## src/rtl/compr_packer_if.sv

```systemverilog
// Bundle of instruction-in, flush/start control and memory-write signals for compr_packer.
// The slave modport is the packer's view; master is the loader/memory side.
interface compr_packer_if #(
    parameter int unsigned ADDR_W = 64
);
    logic              i_start;
    logic [ADDR_W-1:0] i_start_addr;
    logic              i_instr_valid;
    logic [31:0]       i_instr;
    logic              o_instr_ready;
    logic              i_flush;
    logic              o_wr_valid;
    logic [ADDR_W-1:0] o_wr_addr;
    logic [31:0]       o_wr_data;
    logic [3:0]        o_wr_be;
    logic              i_wr_ready;
    logic              o_busy;

    modport slave (
        input  i_start, i_start_addr, i_instr_valid, i_instr, i_flush, i_wr_ready,
        output o_instr_ready, o_wr_valid, o_wr_addr, o_wr_data, o_wr_be, o_busy
    );

    modport master (
        output i_start, i_start_addr, i_instr_valid, i_instr, i_flush, i_wr_ready,
        input  o_instr_ready, o_wr_valid, o_wr_addr, o_wr_data, o_wr_be, o_busy
    );
endinterface

```

## src/rtl/compr_packer.sv

```systemverilog
// Packs a stream of 16/32-bit RV64C instructions into aligned 32-bit I-mem words with
// byte enables; a 32-bit instruction may straddle two words.
module compr_packer #(
    parameter int unsigned       ADDR_W    = 64,
    parameter logic [ADDR_W-1:0] BASE_ADDR = '0
) (
    input  logic           clk,
    input  logic           rst,
    compr_packer_if.slave  bus
);
    typedef enum logic [1:0] {
        ALIGNED = 2'd0,
        HALF    = 2'd1,
        HALF_E  = 2'd2
    } state_e;

    localparam logic [ADDR_W-1:0] WORD_MASK = ~ADDR_W'(3);
    localparam logic [ADDR_W-1:0] WORD_STEP = ADDR_W'(4);

    state_e            state_q, state_d;
    logic [15:0]       buf_q, buf_d;
    logic [ADDR_W-1:0] ptr_q, ptr_d;
    logic              wr_valid_q, wr_valid_d;
    logic [ADDR_W-1:0] wr_addr_q, wr_addr_d;
    logic [31:0]       wr_data_q, wr_data_d;
    logic [3:0]        wr_be_q, wr_be_d;

    logic out_free;
    logic instr_fire;
    logic flush_fire;
    logic is_c;

    assign out_free          = !wr_valid_q || bus.i_wr_ready;
    assign bus.o_instr_ready = !bus.i_start && !bus.i_flush && out_free;
    assign instr_fire        = bus.i_instr_valid && bus.o_instr_ready;
    assign flush_fire        = bus.i_flush && !bus.i_start && out_free;
    assign is_c              = bus.i_instr[1:0] != 2'b11;

    assign bus.o_wr_valid = wr_valid_q;
    assign bus.o_wr_addr  = wr_addr_q;
    assign bus.o_wr_data  = wr_data_q;
    assign bus.o_wr_be    = wr_be_q;
    assign bus.o_busy     = (state_q == HALF) || wr_valid_q;

    always_comb begin
        state_d    = state_q;
        buf_d      = buf_q;
        ptr_d      = ptr_q;
        wr_valid_d = wr_valid_q && !bus.i_wr_ready;
        wr_addr_d  = wr_addr_q;
        wr_data_d  = wr_data_q;
        wr_be_d    = wr_be_q;

        // Start discards any held half but leaves an issued write to drain.
        if (bus.i_start) begin
            ptr_d   = bus.i_start_addr & WORD_MASK;
            state_d = bus.i_start_addr[1] ? HALF_E : ALIGNED;
            buf_d   = '0;
        end else if (flush_fire) begin
            case (state_q)
                HALF: begin
                    wr_valid_d = 1'b1;
                    wr_addr_d  = ptr_q;
                    wr_data_d  = {16'h0000, buf_q};
                    wr_be_d    = 4'b0011;
                    ptr_d      = ptr_q + WORD_STEP;
                    state_d    = ALIGNED;
                end
                HALF_E: begin
                    ptr_d   = ptr_q + WORD_STEP;
                    state_d = ALIGNED;
                end
                default: state_d = ALIGNED;
            endcase
        end else if (instr_fire) begin
            case (state_q)
                ALIGNED: begin
                    if (is_c) begin
                        buf_d   = bus.i_instr[15:0];
                        state_d = HALF;
                    end else begin
                        wr_valid_d = 1'b1;
                        wr_addr_d  = ptr_q;
                        wr_data_d  = bus.i_instr;
                        wr_be_d    = 4'b1111;
                        ptr_d      = ptr_q + WORD_STEP;
                    end
                end
                HALF: begin
                    wr_valid_d = 1'b1;
                    wr_addr_d  = ptr_q;
                    wr_data_d  = {bus.i_instr[15:0], buf_q};
                    wr_be_d    = 4'b1111;
                    ptr_d      = ptr_q + WORD_STEP;
                    if (is_c) begin
                        state_d = ALIGNED;
                    end else begin
                        buf_d = bus.i_instr[31:16];
                    end
                end
                HALF_E: begin
                    wr_valid_d = 1'b1;
                    wr_addr_d  = ptr_q;
                    wr_data_d  = {bus.i_instr[15:0], 16'h0000};
                    wr_be_d    = 4'b1100;
                    ptr_d      = ptr_q + WORD_STEP;
                    if (is_c) begin
                        state_d = ALIGNED;
                    end else begin
                        buf_d   = bus.i_instr[31:16];
                        state_d = HALF;
                    end
                end
                default: state_d = ALIGNED;
            endcase
        end
    end

    always_ff @(posedge clk or posedge rst) begin
        if (rst) begin
            state_q    <= ALIGNED;
            buf_q      <= '0;
            ptr_q      <= BASE_ADDR & WORD_MASK;
            wr_valid_q <= 1'b0;
            wr_addr_q  <= '0;
            wr_data_q  <= '0;
            wr_be_q    <= '0;
        end else begin
            state_q    <= state_d;
            buf_q      <= buf_d;
            ptr_q      <= ptr_d;
            wr_valid_q <= wr_valid_d;
            wr_addr_q  <= wr_addr_d;
            wr_data_q  <= wr_data_d;
            wr_be_q    <= wr_be_d;
        end
    end
endmodule
```

## src/flat_wrapper.sv

```systemverilog
// flat-port wrapper written by rule: the top's interface ports become plain ports
module compr_packer_flat 
#(
    parameter int unsigned       ADDR_W    = 64,
    parameter logic [ADDR_W-1:0] BASE_ADDR = '0
)
  (clk, rst, bus_i_start, bus_i_start_addr, bus_i_instr_valid, bus_i_instr, bus_i_flush, bus_i_wr_ready, bus_o_instr_ready, bus_o_wr_valid, bus_o_wr_addr, bus_o_wr_data, bus_o_wr_be, bus_o_busy);
  compr_packer_if #(.ADDR_W(ADDR_W)) bus_i ();
  input  logic clk;
  input  logic rst;
  input wire logic [$bits(bus_i.i_start)-1:0] bus_i_start;
  input wire logic [$bits(bus_i.i_start_addr)-1:0] bus_i_start_addr;
  input wire logic [$bits(bus_i.i_instr_valid)-1:0] bus_i_instr_valid;
  input wire logic [$bits(bus_i.i_instr)-1:0] bus_i_instr;
  input wire logic [$bits(bus_i.i_flush)-1:0] bus_i_flush;
  input wire logic [$bits(bus_i.i_wr_ready)-1:0] bus_i_wr_ready;
  output wire logic [$bits(bus_i.o_instr_ready)-1:0] bus_o_instr_ready;
  output wire logic [$bits(bus_i.o_wr_valid)-1:0] bus_o_wr_valid;
  output wire logic [$bits(bus_i.o_wr_addr)-1:0] bus_o_wr_addr;
  output wire logic [$bits(bus_i.o_wr_data)-1:0] bus_o_wr_data;
  output wire logic [$bits(bus_i.o_wr_be)-1:0] bus_o_wr_be;
  output wire logic [$bits(bus_i.o_busy)-1:0] bus_o_busy;
  assign bus_i.i_start = bus_i_start;
  assign bus_i.i_start_addr = bus_i_start_addr;
  assign bus_i.i_instr_valid = bus_i_instr_valid;
  assign bus_i.i_instr = bus_i_instr;
  assign bus_i.i_flush = bus_i_flush;
  assign bus_i.i_wr_ready = bus_i_wr_ready;
  assign bus_o_instr_ready = bus_i.o_instr_ready;
  assign bus_o_wr_valid = bus_i.o_wr_valid;
  assign bus_o_wr_addr = bus_i.o_wr_addr;
  assign bus_o_wr_data = bus_i.o_wr_data;
  assign bus_o_wr_be = bus_i.o_wr_be;
  assign bus_o_busy = bus_i.o_busy;
  compr_packer #(.ADDR_W(ADDR_W), .BASE_ADDR(BASE_ADDR)) u_core (.clk(clk), .rst(rst), .bus(bus_i));
endmodule
```

## config.mk

```make
export PLATFORM = sky130hd
export DESIGN_NAME = compr_packer_flat
export DESIGN_NICKNAME = d
export VERILOG_FILES = /design/src/rtl/compr_packer_if.sv /design/src/rtl/compr_packer.sv /design/src/flat_wrapper.sv
export SDC_FILE = /design/constraint.sdc
export NUM_CORES = 1
export LEC_CHECK = 0
export ABC_AREA = 0
export CAP_MARGIN = 0
export CORE_UTILIZATION = 47
export CTS_BUF_LIST = sky130_fd_sc_hd__clkbuf_4
export DETAILED_ROUTE_END_ITERATION = 8
export GPL_TIMING_DRIVEN = 0
export PLACE_DENSITY = 0.85
export SLEW_MARGIN = 5
export SYNTH_ARGS = -nofsm -noshare
export SYNTH_HDL_FRONTEND = slang
export SYNTH_SLANG_ARGS = --single-unit
```

## constraint.sdc

```tcl
create_clock -name clk -period 6.1 [get_ports clk]
set_input_delay 1.22 -clock clk [delete_from_list [all_inputs] [get_ports clk]]
set_output_delay 1.22 -clock clk [all_outputs]
set_load 0.05 [all_outputs]
```

-- After elaboration in Yosys (flattened, before gate mapping)
Cells that the tools add are included.
- bits of input ports: 102
- output and inout bits: 103
- word-level logic and storage cells: 88
- register bits: 183
- muxes and demuxes: 41
- bitwise logic cells: 1
- eq/ne operators: 14
- reductions and logical operators: 24
- $add $sub $neg: 1
- operator list (kind ; number):
    64-bit two-way mux ; 9
    64-bit case mux with 2 select lines ; 2
    32-bit two-way mux ; 4
    32-bit case mux with 3 select lines ; 1
    16-bit two-way mux ; 5
    64-bit by 3-bit adder with 64-bit output, second input constant ; 1
    16-bit case mux with 2 select lines ; 1
    4-bit two-way mux ; 4
    5-bit AND reduction ; 3
    2-bit two-way mux ; 6
    4-bit case mux with 3 select lines ; 1
    3-bit nonzero test ; 3
    4-bit by 2-bit != test with 1-bit output, second input constant ; 2
    4-bit != test, second input constant ; 2
    1-bit logical AND ; 6
    1-bit two-way mux ; 6
    2-bit != test, second input constant ; 3
    3-bit by 2-bit != test with 1-bit output, second input constant ; 2
    3-bit != test, second input constant ; 2
    2-bit case mux with 3 select lines ; 1
    1-bit zero test ; 4
    4-bit by 3-bit != test with 1-bit output, second input constant ; 1
    4-bit AND reduction ; 1
    2-bit nonzero test ; 2
    other kinds (8) ; 9

-- Logic depth before layout (Yosys ltp)
- word-level depth: 7
- mapped depth: 10
- depth with buffers taken out: 8

-- Worst setup path before layout
OpenSTA, ideal clock, no wires.
- path type: input port to output port
- from: input bus_i_start
- to: output bus_o_instr_ready
- setup slack: 2273 ps
- path buffers: 1
- data arrival time: 2607 ps
- stages: 2
- cell sequence: buf_2 nor3_1
- longest elaborated chain between the ends: 3
- ends and longest elaborated chain (item ; line ; text):
    start, declared ; flat_wrapper.sv:11 ; input wire logic [$bits(bus_i.i_start)-1:0] bus_i_start;
    1-bit zero test ; compr_packer.sv:34 ; assign bus.o_instr_ready = !bus.i_start && !bus.i_flush && out_free;
    1-bit logical AND (2 in series) ; compr_packer.sv:34 ;
    end, declared ; flat_wrapper.sv:17 ; output wire logic [$bits(bus_i.o_instr_ready)-1:0] bus_o_instr_ready;
Every way passes these cells.

-- Worst setup path after layout
- from: input bus_i_flush
- to: output bus_o_instr_ready
- longest elaborated chain between the ends: 3
- ends and longest elaborated chain (item ; line ; text):
    start, declared ; flat_wrapper.sv:15 ; input wire logic [$bits(bus_i.i_flush)-1:0] bus_i_flush;
    1-bit zero test ; compr_packer.sv:34 ;
    1-bit logical AND (2 in series) ; compr_packer.sv:34 ;
Every way passes these cells.

==> flow_summary_export.csv <==
group,metric,value,unit
routing,ant_nets,0,
timing,rsz0062_at_grt,"no",
setup_path,worstReg2RegStart,"u_core.bus.o_wr_valid",
grt,antenna_found_initial,1,
synth,synth.avg_cell_area,10.42,sq um
synth,synth_ff_type,"dfrtp_1",
clock_network,cts-hold-fix-buffers,0,
clock_network,cts_tree,"yes",
floorplan,dieWidth,138.0,um
setup_path,rrSetupSlack,3370,ps
clock_network,cts_buffers,17,
setup_path,r2r_end,"u_core.bus.o_wr_addr[23]",
routing,drt-total-wl,24120,um
status,status,"finished, final reports clean",
power_and_ir_drop,power.leakage,4.538,nW
power_and_ir_drop,power.density,341.5,nW/um^2
floorplan,die_area,19030,sq um
setup_path,cp_data_required_time,4880,ps
synth,synth_edf_count,0,
min_path,hold_path_class,"register to register",
floorplan,core,18020,sq um
timing,hold_viol,0,
min_path,whs_endpoint,"u_core.bus.o_wr_data[24]",
clock_network,clock_latency,580,ps
clock_network,cts_max_path_buffers,2,
synth,ys_ff_latch,177,
timing,tightestPinTransition,795.3,ps
min_path,min_path_cells,2,
clock_network,clkSlewWorstSetupHoldPaths,150,ps
synth,async_reset_ff_share,100.0,%
timing,skew,20.56,ps
placed_design,place.gp.congestion,0.9107,
setup_path,path_max_fanout,6,
placed_design,hpwl,17900,um
grt,grt_first_pass_wirelength,37370,um
min_path,hold_start,"u_core.bus.o_wr_data[24]",
clock_network,post-cts-setup-buffers,0,
synth,syn_inst,834,
setup_path,crit_path_start_kind,"input port",
clock_network,ctsHtreeMaxLevel,4,
clock_network,cts_root_buffer,"clkbuf_4",
grt,grt_max_degree,129,
synth,ys_top_cells_by_area,"dfrtp_1, mux2_2, nand2_1",
routing,wire_per_inst,18.61,um
routing,vias,7360,
timing,fin_crit,4385,ps
setup_path,cp.arrival,3160,ps
routing,drc,0,
routing,first_iter_violations,554,
synth,synth_cell_types,53,
setup_path,worstSetupPathType,"input port to output pin",
placed_design,port_buffers,198,
floorplan,boundaryPins,205,
grt,grt_pass1_vias,7221,
grt,overflow,0,
grt,grt.total_usage,26.04,%
finish,syn2layout_area_growth,29.58,%
synth,ys_warn_count,0,
flow_run,cap_violations,0,
routing,vias_per_cell,5.679,
timing,max_slew_margin,46.98,%
synth,yosysSeqAreaShare,50.99,%
synth,yosysTopAreaCellShare,50.99,%
clock_network,cts.sinks,177,
finish,layout_common_cells,"clkdlybuf4s50_1, dfrtp_1, nand2_1",
finish,drive_gt1_share,13.13,%
finish,layout.nets,1160,
timing,drv_slew,0,
routing,first_pass_iters,7,
power_and_ir_drop,vdd_ir_drop_max,242.1,uV
floorplan,rows,49,
placed_design,placed_area,10990,sq um
timing,timing.final.crit_share,71.88,%
synth,syn-cell-area,8687,sq um
floorplan,initial_core_util,48.20,%
setup_path,reg2reg_depth,6,
timing,finalSetupViolations,0,
setup_path,cp-end-kind,"output pin",
synth,synth_top_cell_by_area,"dfrtp_1",
finish,layout_commonest_cell,"clkdlybuf4s50_1",
timing,fmax,0.2281,GHz
power_and_ir_drop,finalPower,3.845,mW
finish,final_cell_area,11260,sq um
timing,fin_tns_setup,0,ps
floorplan,fp.dieH,138.0,um
clock_network,cts_resized,0,
[routing by layer]
metal  global-route usage [%]  up-vias  part of all wire, %  wire (um)
li1                         -     3400                    -          -
met1                    32.96     3556                   42      10070
met2                    42.81      357                   48      11510
met3                    5.665       47                  7.7       1858
met4                    11.47        0                  2.8        685
met5                        0        -                    0          0
[power breakdown]
part | switching (mW) | leakage, nW | total, mW | internal [mW]
Clock | 0.429 | 0.144 | 0.636 | 0.207
Sequential | 0.178 | 2.20 | 1.59 | 1.41
Combinational | 1.03 | 2.20 | 1.62 | 0.591
Total | 1.63 | 4.54 | 3.84 | 2.21
[how the worst max path moves through the flow]
| stage | start | to | slack (ps) | depth (start not counted) |
|---|---|---|---|---|
| floorplan | rst | u_core.buf_q[0] | 80 | 1 |
| global placement | rst | u_core.bus.o_wr_addr[13] | -2170 | 2 |
| detailed placement | bus_i_flush | bus_o_instr_ready | 1720 | 3 |
| CTS | bus_i_flush | bus_o_instr_ready | 1710 | 3 |
| global route | bus_i_flush | bus_o_instr_ready | 1630 | 3 |
| finish | bus_i_flush | bus_o_instr_ready | 1720 | 3 |
[critical path, stage by stage]
cell	delay [ps]
clkdlybuf4s50_1	560
nor3_1	480
clkdlybuf4s50_1	900
[synthesized netlist by cell type (12+ instances only)]
| cell | number |
|---|---|
| a21oi_1 | 17 |
| and3_1 | 12 |
| buf_2 | 13 |
| clkbuf_1 | 31 |
| dfrtp_1 | 177 |
| mux2_2 | 72 |
| mux2i_1 | 18 |
| nand2_1 | 124 |
| nand3_1 | 21 |
| nand4_1 | 33 |
| nor2_1 | 26 |
| nor2b_1 | 19 |
| nor3_1 | 15 |
| o21ai_0 | 64 |
| o21ai_1 | 12 |
| o31ai_1 | 16 |
| xnor2_1 | 37 |
| xor2_1 | 23 |
[sequential cells by signal, summed over array words and instances (netlist names)]
signal and flops:
u_core.buf_q 16, u_core.bus.o_wr_addr 62, u_core.bus.o_wr_be 2, u_core.bus.o_wr_data 32, u_core.bus.o_wr_valid 1, u_core.ptr_q 62
u_core.state_q 2
[metrics by stage]
stage	worst slack, ps	util (%)	hold WS, ps	std cells
4_1_cts	1707	62.44	498.1	1295
3_3_place_gp	-2169	60.80	461.2	1262
2_1_floorplan	78.09	-	448.4	835
5_1_grt	1626	62.45	526.2	1296
3_5_place_dp	1717	61.00	466.4	1263
6_report	1715	62.45	493.1	1296
[final cells by class]
type	count	area (sq um)
multi-input combinational	596	3989
sequential	177	4429
inverter	10	45.04
fill	1463	6768
buffer	52	235.2
tap	229	286.5
clock inverter	15	132.6
antenna	1	2.502
timing repair buffer	199	2009
clock buffer	17	127.6
[cell families (layout without fill, tap and decap cells)]
group	Yosys count	count (layout)	synth area share [%]
and+or+nand+nor	291	291	16.84
adders and majority gates	5	5	0.7201
DFF	177	177	50.99
xor gates and xnor gates	60	60	6.049
AOI/OAI and AO/OA	144	144	10.30
other	1	3	0.04317
muxes	94	94	11.93
buffers and inverters	62	293	3.140
Note: power is estimated with default switching activity, not from simulation.
